## config.mk

```make
export PLATFORM = sky130hd
export DESIGN_NAME = sdram_read_addr_sequencer_flat
export DESIGN_NICKNAME = d
export VERILOG_FILES = /design/src/rtl/sdram_addr_pkg.sv /design/src/rtl/sdram_read_addr_sequencer_if.sv /design/src/rtl/sdram_read_addr_sequencer_counter.sv /design/src/rtl/sdram_read_addr_sequencer.sv /design/src/flat_wrapper.sv
export SDC_FILE = /design/constraint.sdc
export NUM_CORES = 1
export LEC_CHECK = 0
export CELL_PAD_IN_SITES_DETAIL_PLACEMENT = 0
export CELL_PAD_IN_SITES_GLOBAL_PLACEMENT = 2
export CORE_AREA = 2 2 68 70
export DETAILED_ROUTE_END_ITERATION = 10
export DIE_AREA = 0 0 70 72
export DONT_BUFFER_PORTS = 1
export PLACE_DENSITY = 0.74
export SYNTH_ARGS = -nofsm -noshare
export SYNTH_HDL_FRONTEND = slang
export SYNTH_SLANG_ARGS = --single-unit
```

## constraint.sdc

```tcl
create_clock -name CLK -period 2.5 [get_ports CLK]
set_clock_uncertainty 0.15 [all_clocks]
set_input_delay 0.5 -clock CLK [delete_from_list [all_inputs] [get_ports CLK]]
set_output_delay 0.5 -clock CLK [all_outputs]
set_load 0.005 [all_outputs]
```

## src/rtl/sdram_addr_pkg.sv

```systemverilog
// Shared definitions for the SDRAM read-address path: sequencer state encoding,
// device geometry and default pointer widths.
package sdram_addr_pkg;

   typedef enum logic [1:0] {
      ST_IDLE = 2'd0,
      ST_RUN  = 2'd1,
      ST_HALT = 2'd2
   } seq_state_e;

   // SDRAM device geometry
   localparam int BANK_W = 2;
   localparam int ROW_W  = 13;
   localparam int COL_W  = 9;
   localparam int DATA_W = 16;

   localparam int DEF_ADDR_W = 18;
   localparam int DEF_CS_W   = 1;

   localparam logic [7:0] WRAP_CNT_MAX = 8'hFF;

endpackage

```

## src/rtl/sdram_read_addr_sequencer_if.sv

```systemverilog
// Control/status bundle between the readout controller (master) and the
// read-address sequencer (slave).
interface sdram_read_addr_sequencer_if
   import sdram_addr_pkg::*;
#(
   parameter int ADDR_W = DEF_ADDR_W,
   parameter int CS_W   = DEF_CS_W
);

   logic              START;
   logic              NEXT;
   logic              WRAP_MODE;
   logic [CS_W-1:0]   WR_CS;
   logic [ADDR_W-1:0] WR_ADDR;
   logic [ADDR_W-1:0] R_ADDRESS_OUT;
   logic [CS_W-1:0]   R_CHIP_SELECT;
   logic              R_VALID;
   logic              EMPTY;
   logic              DONE;
   logic [7:0]        WRAP_CNT;

   modport master (
      output START, NEXT, WRAP_MODE, WR_CS, WR_ADDR,
      input  R_ADDRESS_OUT, R_CHIP_SELECT, R_VALID, EMPTY, DONE, WRAP_CNT
   );

   modport slave (
      input  START, NEXT, WRAP_MODE, WR_CS, WR_ADDR,
      output R_ADDRESS_OUT, R_CHIP_SELECT, R_VALID, EMPTY, DONE, WRAP_CNT
   );

endinterface

```

## src/rtl/sdram_read_addr_sequencer_counter.sv

```systemverilog
// linear_addr_counter: ADDR_W-wide counter stepping by STEP, with enable,
// synchronous clear and a combinational "next step overflows" flag.
module linear_addr_counter #(
   parameter int ADDR_W = 18,
   parameter int STEP   = 1
) (
   input  logic              CLK,
   input  logic              RESET,
   input  logic              en,
   input  logic              clr,
   output logic [ADDR_W-1:0] addr,
   output logic              ovf
);

   localparam logic [ADDR_W:0] STEP_INC = (ADDR_W + 1)'(STEP);

   logic [ADDR_W:0] sum;

   // One extra bit catches the carry out of the address field.
   assign sum = {1'b0, addr} + STEP_INC;
   assign ovf = sum[ADDR_W];

   // NOTE: sequential state is written only with non-blocking assignments so
   // every flop samples pre-edge values regardless of process ordering.
   always_ff @(posedge CLK) begin
      if (!RESET || clr) begin
         addr <= '0;
      end else if (en) begin
         addr <= sum[ADDR_W-1:0];
      end
   end

endmodule

```

## src/rtl/sdram_read_addr_sequencer.sv

```systemverilog
// Read-address sequencer: walks {cs, address} across 2^CS_W devices with a
// start/halt FSM and wrap or stop-at-end. Optional overrun guard against the
// write pointer is enabled with `define SDRAM_READ_OVERRUN_GUARD_EN.
module sdram_read_addr_sequencer
   import sdram_addr_pkg::*;
#(
   parameter int ADDR_W = DEF_ADDR_W,
   parameter int CS_W   = DEF_CS_W,
   parameter int STEP   = 1
) (
   input logic CLK,
   input logic RESET,
   sdram_read_addr_sequencer_if.slave bus
);

   seq_state_e        state;
   seq_state_e        state_nxt;
   logic [ADDR_W-1:0] addr;
   logic              ovf;
   logic [CS_W-1:0]   cs;
   logic [7:0]        wrap_cnt;
   logic              empty;
   logic              last_cs;
   logic              advance;
   logic              halt_hit;
   logic              cnt_en;

`ifdef SDRAM_READ_OVERRUN_GUARD_EN
   assign empty = (state == ST_RUN) && ({cs, addr} == {bus.WR_CS, bus.WR_ADDR});
`else
   logic unused_wr;
   assign unused_wr = ^{bus.WR_CS, bus.WR_ADDR};
   assign empty     = 1'b0;
`endif

   // START outranks NEXT; the final overflow in stop mode freezes the pointer.
   assign last_cs  = (cs == {CS_W{1'b1}});
   assign advance  = (state == ST_RUN) && bus.NEXT && !empty && !bus.START;
   assign halt_hit = advance && ovf && last_cs && !bus.WRAP_MODE;
   assign cnt_en   = advance && !halt_hit;

   linear_addr_counter #(
      .ADDR_W (ADDR_W),
      .STEP   (STEP)
   ) u_addr_cnt (
      .CLK   (CLK),
      .RESET (RESET),
      .en    (cnt_en),
      .clr   (bus.START),
      .addr  (addr),
      .ovf   (ovf)
   );

   always_ff @(posedge CLK) begin
      if (!RESET) begin
         cs       <= '0;
         wrap_cnt <= '0;
      end else if (bus.START) begin
         cs       <= '0;
         wrap_cnt <= '0;
      end else if (cnt_en && ovf) begin
         cs <= cs + CS_W'(1);
         if (last_cs && wrap_cnt != WRAP_CNT_MAX) begin
            wrap_cnt <= wrap_cnt + 8'd1;
         end
      end
   end

   always_ff @(posedge CLK) begin
      if (!RESET) begin
         state <= ST_IDLE;
      end else begin
         state <= state_nxt;
      end
   end

   // NOTE: every always_comb output gets a default first so no path can
   // leave it unassigned and infer a latch.
   always_comb begin
      state_nxt = state;
      case (state)
         ST_IDLE: if (bus.START) state_nxt = ST_RUN;
         ST_RUN: begin
            if (bus.START)     state_nxt = ST_RUN;
            else if (halt_hit) state_nxt = ST_HALT;
         end
         ST_HALT: if (bus.START) state_nxt = ST_RUN;
         default: state_nxt = ST_IDLE;
      endcase
   end

   always_comb begin
      bus.R_VALID = 1'b0;
      bus.DONE    = 1'b0;
      case (state)
         ST_RUN:  bus.R_VALID = 1'b1;
         ST_HALT: bus.DONE    = 1'b1;
         default: ;
      endcase
   end

   assign bus.R_ADDRESS_OUT = addr;
   assign bus.R_CHIP_SELECT = cs;
   assign bus.EMPTY         = empty;
   assign bus.WRAP_CNT      = wrap_cnt;

endmodule

```

## src/flat_wrapper.sv

```systemverilog
// flat-port wrapper written by rule: the top's interface ports become plain ports
module sdram_read_addr_sequencer_flat import sdram_addr_pkg::*;
#(
   parameter int ADDR_W = DEF_ADDR_W,
   parameter int CS_W   = DEF_CS_W,
   parameter int STEP   = 1
)
  (CLK, RESET, bus_START, bus_NEXT, bus_WRAP_MODE, bus_WR_CS, bus_WR_ADDR, bus_R_ADDRESS_OUT, bus_R_CHIP_SELECT, bus_R_VALID, bus_EMPTY, bus_DONE, bus_WRAP_CNT);
  sdram_read_addr_sequencer_if #(.ADDR_W(ADDR_W), .CS_W(CS_W)) bus_i ();
  input logic CLK;
  input logic RESET;
  input wire logic [$bits(bus_i.START)-1:0] bus_START;
  input wire logic [$bits(bus_i.NEXT)-1:0] bus_NEXT;
  input wire logic [$bits(bus_i.WRAP_MODE)-1:0] bus_WRAP_MODE;
  input wire logic [$bits(bus_i.WR_CS)-1:0] bus_WR_CS;
  input wire logic [$bits(bus_i.WR_ADDR)-1:0] bus_WR_ADDR;
  output wire logic [$bits(bus_i.R_ADDRESS_OUT)-1:0] bus_R_ADDRESS_OUT;
  output wire logic [$bits(bus_i.R_CHIP_SELECT)-1:0] bus_R_CHIP_SELECT;
  output wire logic [$bits(bus_i.R_VALID)-1:0] bus_R_VALID;
  output wire logic [$bits(bus_i.EMPTY)-1:0] bus_EMPTY;
  output wire logic [$bits(bus_i.DONE)-1:0] bus_DONE;
  output wire logic [$bits(bus_i.WRAP_CNT)-1:0] bus_WRAP_CNT;
  assign bus_i.START = bus_START;
  assign bus_i.NEXT = bus_NEXT;
  assign bus_i.WRAP_MODE = bus_WRAP_MODE;
  assign bus_i.WR_CS = bus_WR_CS;
  assign bus_i.WR_ADDR = bus_WR_ADDR;
  assign bus_R_ADDRESS_OUT = bus_i.R_ADDRESS_OUT;
  assign bus_R_CHIP_SELECT = bus_i.R_CHIP_SELECT;
  assign bus_R_VALID = bus_i.R_VALID;
  assign bus_EMPTY = bus_i.EMPTY;
  assign bus_DONE = bus_i.DONE;
  assign bus_WRAP_CNT = bus_i.WRAP_CNT;
  sdram_read_addr_sequencer #(.ADDR_W(ADDR_W), .CS_W(CS_W), .STEP(STEP)) u_core (.CLK(CLK), .RESET(RESET), .bus(bus_i));
endmodule
```

# Yosys cells after proc, flatten, opt, wreduce, memory -nomap -nowiden
# Index checks and enable logic that the tools add are counted.
# Widths: inputs -> output; s select.
# word_totals
reg_bits	29
wordCells	37
output_inout_bits	30
inputBits	24
# op_classes
muxes	6
n_reduce_logical	18
bitwise_logic	1
eq_ne	5
addsub	3
# op_table
op	count
$add 18x1->19 const B	1
$add 8x1->8 const B	1
$logic_and 1x1->1	8
$ne 8x8->1 const B	1
$mux 2	3
$logic_not 1->1	4
$pmux 2 s2	1
$reduce_and 2->1	2
$reduce_or 2->1	2
$ne 3x2->1 const B	1
$eq 2x1->1 const B	1
$eq 2x2->1 const B	1
$logic_not 2->1	1
$mux 1	2
$ne 2x1->1 const B	1
$add 1x1->1 const B	1
$logic_or 1x1->1	1
$not 1->1	1

# Longest topological paths before layout
# Gate-level depths: netlist of run 1.
# logic_depth
depth_word	10
depth_mapped	8
ltp_nobuf	6

# Modules after synthesis
# From an unflattened synthesis of run 1, not the netlist that was laid out.
# unflattened
cells_unflattened	167
hier_area_um2	1407.6
# by_module_without_submodules
mod	instances	cells_each	seq_area_each_um2	area_each_um2
linear_addr_counter	1	98	360.3	825.8
sdram_read_addr_sequencer	1	69	220.2	581.8

# Worst setup path before layout of run 1
# OpenSTA, ideal clock, no wires.
# synth_path
path_type	input -> register
startpoint	in bus_START
endpoint	reg u_core.wrap_cnt[6], in the netlist u_core.bus.WRAP_CNT[6]
stages	7
setup_time_ps	70
arrival_time_ps	2150
path_buffers	2
setup_slack_ps	130
required_ps	2280
path_cell_list	and4bb_1 -> buf_6 -> nand3_4 -> or4_4 -> buf_6 -> or4_1 -> a21oi_1
# synth_via
elab_chain_len	9
word_cells_on_any_way	10
cone_classes	10 x reduce/logical
# synth_rtl
item	line_no	source
from (decl)	flat_wrapper.sv:12	input wire logic [$bits(bus_i.START)-1:0] bus_START;
$logic_not 1->1	sdram_read_addr_sequencer.sv:38	assign advance = (state == ST_RUN) && bus.NEXT && !empty && !bus.START;
$logic_and 1x1->1	sdram_read_addr_sequencer.sv:38	
$logic_and 1x1->1 (3 in a row)	sdram_read_addr_sequencer.sv:39	assign halt_hit = advance && ovf && last_cs && !bus.WRAP_MODE;
$logic_not 1->1	sdram_read_addr_sequencer.sv:40	assign cnt_en = advance && !halt_hit;
$logic_and 1x1->1	sdram_read_addr_sequencer.sv:40	
$logic_and 1x1->1	sdram_read_addr_sequencer.sv:61	end else if (cnt_en && ovf) begin
$reduce_and 2->1 (no line)	-	
to (signal assigned)	sdram_read_addr_sequencer.sv:64	wrap_cnt <= wrap_cnt + 8'd1;
to (decl)	sdram_read_addr_sequencer.sv:21	logic [7:0] wrap_cnt;
# Parallel ways exist; a longest one is shown, timed or not.
# A chain may end at the register's enable or synchronous reset.

# Worst setup path in the final report of run 1
# layout_path
startpoint	reg u_core.u_addr_cnt.addr[9]
endpoint	reg u_core.wrap_cnt[5], in the netlist u_core.bus.WRAP_CNT[5]
# layout_via
elab_chain_len	8
# layout_rtl
item	line_no	source
from (decl)	sdram_read_addr_sequencer_counter.sv:11	output logic [ADDR_W-1:0] addr,
from (signal assigned)	sdram_read_addr_sequencer_counter.sv:29	addr <= sum[ADDR_W-1:0];
$add 18x1->19 *	sdram_read_addr_sequencer_counter.sv:20	assign sum = {1'b0, addr} + STEP_INC;
$logic_and 1x1->1 (3 in a row)	sdram_read_addr_sequencer.sv:39	
$logic_not 1->1	sdram_read_addr_sequencer.sv:40	
$logic_and 1x1->1	sdram_read_addr_sequencer.sv:40	
$logic_and 1x1->1 *	sdram_read_addr_sequencer.sv:61	
$reduce_and 2->1 (no line) *	-	
# Mark *: on every way between the ends. The rest lies on a longest branch, timed or not.

==> results of run 1 <==
[power by group through the flow]
stage                     registers [mW]  logic [mW]  clock network, mW
final                              0.465      0.0180              0.381
after global routing               0.464      0.0201              0.429
after CTS                          0.465      0.0184              0.394
after detailed placement           0.475      0.0184                  0
after global placement             0.475      0.0181                  0
after floorplan                    0.475      0.0151                  0
[layout by cell type (no fill, tap or decap), types with 2 or more instances in the layout]
cell and n:
a21oi_1 11, xor2_1 15, ha_1 2, and3_1 5
and4_2 2, or4_1 3, nor2b_1 3, nand2_1 8
o2111ai_1 3, nor2_1 19, nand2b_1 3, buf_4 10
nand3_1 6, o31ai_1 3, mux2i_1 2, or3_1 7
o21ai_0 9, clkbuf_8 6, dfxtp_1 29, o211ai_1 7
inv_1 2, nand4_1 5
[sequential cells by signal, indices dropped and copies added (netlist names)]
signal / flops
u_core.u_addr_cnt.addr: 18
u_core.bus.WRAP_CNT: 8
u_core.state: 2
u_core.bus.R_CHIP_SELECT: 1
[critical path: stages (launching register included)]
cell	delay, ns
dfxtp_1	0.43
and4_2	0.31
nand4_4	0.11
or4_4	0.64
or4_1	0.49
a21oi_1	0.16
[what timing repair did]
item,4_1_cts,5_1_grt
resized for setup,0,2
hold endpoints to repair,0,0
setup endpoints to repair,0,2
[metal layers]
metal	part of all wire	track usage	routed length (um)	vias to the layer above
li1	-	-	-	608
met1	0.47	0.167	1520	569
met2	0.45	0.218	1470	25
met3	0.058	0.0542	186	5
met4	0.017	0.0577	55	0
met5	0	0	0	-
[cell families (layout without fill, tap and decap cells)]
kind of cell / Yosys count / after routing
xor gates and xnor gates: 16 / 16
DFF: 29 / 29
buffers and inverters: 10 / 19
muxes: 2 / 2
adders and majority gates: 2 / 2
other: 1 / 1
AOI/OAI and AO/OA: 33 / 33
and+or+nand+nor: 70 / 70
[per-stage QoR]
step	instance area (um2)	total power, mW	util	instances	hold WS [ns]
floorplan	1450	0.490	-	163	0.330
global placement	1540	0.493	0.361	217	0.347
detailed placement	1540	0.493	0.361	217	0.358
CTS	1620	0.877	0.381	224	0.183
global route	1630	0.914	0.381	224	0.193
finish	1630	0.863	0.381	224	0.191
[final timing paths]
path / to / slack, ns / cells past startpoint
worst max-delay path: u_core.bus.WRAP_CNT[5] / 0.15 / 5
worst max register to register: u_core.bus.WRAP_CNT[5] / 0.15 / 5
worst min register to register: u_core.bus.WRAP_CNT[6] / 0.36 / 2
worst min-delay path: u_core.state[0] / 0.19 / 2
[layout make-up]
cell class / instances / share of cell area
multi-input combinational: 124 / 0.499
sequential: 29 / 0.357
clock buffer: 7 / 0.0531
timing repair buffer: 10 / 0.0462
tap: 52 / 0.0400
inverter: 2 / 0.00462
==> results.cfg, run 1 <==
[setup_path]
end_kind = flop
worstPathArrival_ns = 2.41
r2r-start = u_core.u_addr_cnt.addr[9]
crit_required_ns = 2.55
setup.worst_path.class = flop to flop
setup.worst_path.start = u_core.u_addr_cnt.addr[9]
path_max_fanout = 12
worstSetupStartpointType = flop

[finish]
syn_to_final_growth_pct = 12.2
drive_gt1_frac = 0.134
fin_nets = 198
num_antenna_cells = 0
fill_cells = 455
regArea_um2 = 581
multi_input_area_um2 = 812

[detailed_routing]
postRouteAntennaNets = 0
drc_errors = 0
firstDrtPassIters = 4
wl_um = 3230
via_per_inst = 5.39
first_iter_violations = 36
via_count = 1207
post_drt_wl_per_cell_um = 14.4

[synthesis]
netlist_top_cells_count = dfxtp_1 (29), nor2_1 (19), xor2_1 (15), a21oi_1 (11), o21ai_0 (9)
synth.distinct_cells = 35
synth_flop_cell = dfxtp_1
seq_area_frac_synth = 0.400
synth_edf_count = 0
synth-async-reset-ratio = 0
synth_top_area_cell = dfxtp_1
syn_nets = 189
yosys.area_share.adder = 0.0173
synth_most_common_cell = dfxtp_1
synthTopCellsByArea = dfxtp_1 (40%), xor2_1 (9.1%), nor2_1 (4.9%)
synth_cells = 163
avgSynthCellArea_um2 = 8.90
synth_mux_area_frac = 0.0138
synth_area_mm2 = 0.00145
ys_ff_latch = 29
synth-compound-area-share = 0.139
yosys.area_share.simple = 0.289
yosysTopAreaCellShare = 0.400
synthXorXnorAreaFrac = 0.0966
synth_top_family_by_area = simple AND/OR/NAND/NOR gates
synth_warnings = 0

[pwr]
clkPwrFrac = 0.441
p_sw_frac = 0.204
p_comb_frac = 0.021
ir_worst_vdd_v = 0.000290
p_int_uw = 687
power_density_mw_per_mm2 = 531
p_leak_nw = 0.576
pwr-share-seq = 0.538
p_sw_uw = 176

[cts]
clockBufferDepth = 2
numCtsBuffers = 5
cts_root_buffer = clkbuf_8
cts_setup_buffers = 0
clkSinkCount = 29
clk_latency_ns = 0.27
path_clk_slew_ns = 0.06
clock_tree.htree_level_count = 2
cts_tree = built
ctsHoldBuffers = 0

[floorplanning]
dieArea_mm2 = 0.00504
dieHeight_um = 72
io_pins = 54
core-area_mm2 = 0.00426
initial_utilization = 0.340
placementRows = 24
die_w_um = 70

[run]
cap_violations = 0

[timing]
drv_slew = 0
setup_violations = 0
period_share = 0.941
fin_crit_ns = 2.35
fin_ws_ns = 0.147
setup_tns_ns = 0
rsz0062_at_grt = no
fmaxAchievable_ghz = 0.425
hold_violations = 0

[placement]
place_congestion = 0.744
dp_hpwl_um = 2350
pre_cts_ws_ns = 0.0711
portBuffers = 0

[global_routing]
grt_max_degree = 29
grt_pass1_vias = 1176
overflow = 0
grt_use_total = 0.137
antenna_found_initial = 0
grt_pass1_wl_um = 5530

[min_path]
hold_path_class = primary input to flop
min_from = RESET

[run_status]
status = finished, final reports clean
Power figures use the tool's default switching activity.
==> inputs of run 2 (changes only) <==
--- a/config.mk
+++ b/config.mk
@@ -15,3 +15,4 @@
 export SYNTH_ARGS = -nofsm -noshare
 export SYNTH_HDL_FRONTEND = slang
 export SYNTH_SLANG_ARGS = --single-unit
+export TNS_END_PERCENT = 30
==> constraint.sdc (replaced) <==
create_clock -name CLK -period 2.5 [get_ports CLK]
set_clock_uncertainty 0.15 [all_clocks]
set_input_delay 0.25 -clock CLK [delete_from_list [all_inputs] [get_ports CLK]]
set_output_delay 0.25 -clock CLK [all_outputs]
set_load 0.005 [all_outputs]
==> run 2 against run 1 <==
Against the previous run:
- power grew 1.3%
- via count up 0.58%
- sequential share of layout area down 0.99 points
- sequential power about the same
- register-to-register slack worse by 0.03 ns
- critical path depth grew 2
- die area stayed put
- global-route usage up 0.31 points
==> results.cfg, run 2 (synthesis gave the netlist of run 1 again) <==
[detailed_routing]
wl_um = 3240
first_iter_violations = 28
via_count = 1214
postRouteAntennaNets = 0
via_per_inst = 5.28
post_drt_wl_per_cell_um = 14.1
drc_errors = 0
firstDrtPassIters = 4

[global_routing]
grt_pass1_wl_um = 5610
grt_use_total = 0.141
overflow = 0
antenna_found_initial = 0
grt_max_degree = 29
grt_pass1_vias = 1176

[setup_path]
r2r-start = u_core.u_addr_cnt.addr[14]
rrSetupSlack_ns = 0.12
worstSetupStartpointType = flop
setup.worst_path.class = flop to flop
end_kind = flop
crit_path_end = u_core.state[0]
crit_required_ns = 2.52
setup.worst_path.start = u_core.u_addr_cnt.addr[14]
worstPathArrival_ns = 2.40
rr_endpoint = u_core.state[0]
path_max_fanout = 16
r2r_cells = 7

[cts]
cts_root_buffer = clkbuf_8
clockBufferDepth = 2
clk_latency_ns = 0.28
numCtsBuffers = 5
cts_setup_buffers = 0
cts_tree = built
clkSinkCount = 29
clock_tree.htree_level_count = 2
path_clk_slew_ns = 0.06

[min_path]
hold_depth = 3
hold_path_class = primary input to flop
min_from = RESET

[run]
cap_violations = 0

[finish]
layout_commonest_cell = dfxtp_1
largest_register = u_core.u_addr_cnt.addr
drive_gt1_frac = 0.152
final_core_util = 0.393
finalInstanceArea_mm2 = 0.00168
mostFrequentLayoutCells = dfxtp_1 (28), nor2_1 (19), xor2_1 (15), buf_4 (14), a21oi_1 (11)
syn_to_final_growth_pct = 15.6
fin_nets = 204
final_cells = 230
largest_register_ffs = 18
num_antenna_cells = 0

[placement]
dp_cells = 221
pre_cts_ws_ns = 0.131
place_area_mm2 = 0.00157
dp_hpwl_um = 2370
portBuffers = 0
place_congestion = 0.759

[timing]
fmaxAchievable_ghz = 0.420
rsz0062_at_grt = no
drv_slew = 0
setup_violations = 0
period_share = 0.953
setup_tns_ns = 0
hold_slack_ns = 0.243
fin_ws_ns = 0.118
hold_violations = 0
fin_crit_ns = 2.38

[floorplanning]
die_w_um = 70
dieHeight_um = 72
placementRows = 24
core-area_mm2 = 0.00426
initial_utilization = 0.340
dieArea_mm2 = 0.00504
io_pins = 54

[pwr]
power_density_mw_per_mm2 = 522
p_leak_nw = 0.608
ir_worst_vdd_v = 0.000255
total_power_uw = 875

[run_status]
status = finished, final reports clean
==> run 2: cell types whose count changed in the layout (fill, tap and decap cells not counted) <==
cell / previous run / this run
and4_1: 0 / 1
dfxtp_2: 0 / 1
buf_4: 10 / 14
dlygate4sd3_1: 0 / 2
dfxtp_1: 29 / 28
and4_2: 2 / 1
==> run 2: metal layers <==
layer  vias up  routed length (um)  share of wire  track usage
li1        619                   -              -            -
met1       563                1530           0.47        0.166
met2        25                1440           0.44        0.225
met3         7                 213          0.066       0.0569
met4         0                  64          0.020       0.0641
met5         -                   0              0            0
==> run 2: cell type report <==
| type | count | area (um2) |
|---|---|---|
| Clock buffer | 7 | 86.3 |
| Fill cell | 447 | 2590 |
| Timing Repair Buffer | 16 | 125 |
| Sequential cell | 29 | 582 |
| Inverter | 2 | 7.51 |
| Multi-Input combinational cell | 124 | 811 |
| Tap cell | 52 | 65.1 |
==> run 2: worst min path at each step <==
stage / endpoint / slack [ns]
global route: u_core.u_addr_cnt.addr[4] / 0.26
finish: u_core.u_addr_cnt.addr[4] / 0.24
floorplan: u_core.state[0] / 0.22
detailed placement: u_core.state[0] / 0.23
CTS: u_core.u_addr_cnt.addr[3] / 0.23
global placement: u_core.state[0] / 0.22
==> run 2: repair_timing <==
action / CTS / global route
hold buffers: 2 / 0
gates resized for setup: 0 / 2
endpoints found under the setup margin: 0 / 1
hold endpoints to repair: 1 / 0
==> run 2: power by group <==
part	switching [mW]	leakage, nW	internal (mW)
clock	0.171	0.0443	0.218
combinational	0.0128	0.329	0.00818
sequential	0.00119	0.234	0.464
total	0.185	0.608	0.690
==> run 2: critical path, stage by stage, from the launching register on <==
cell and delay [ns]:
dfxtp_1 0.42, and4_4 0.28, nand4_4 0.11, buf_4 0.22
or3_1 0.35, a21oi_1 0.15, nor2_1 0.05, dlygate4sd3_1 0.54
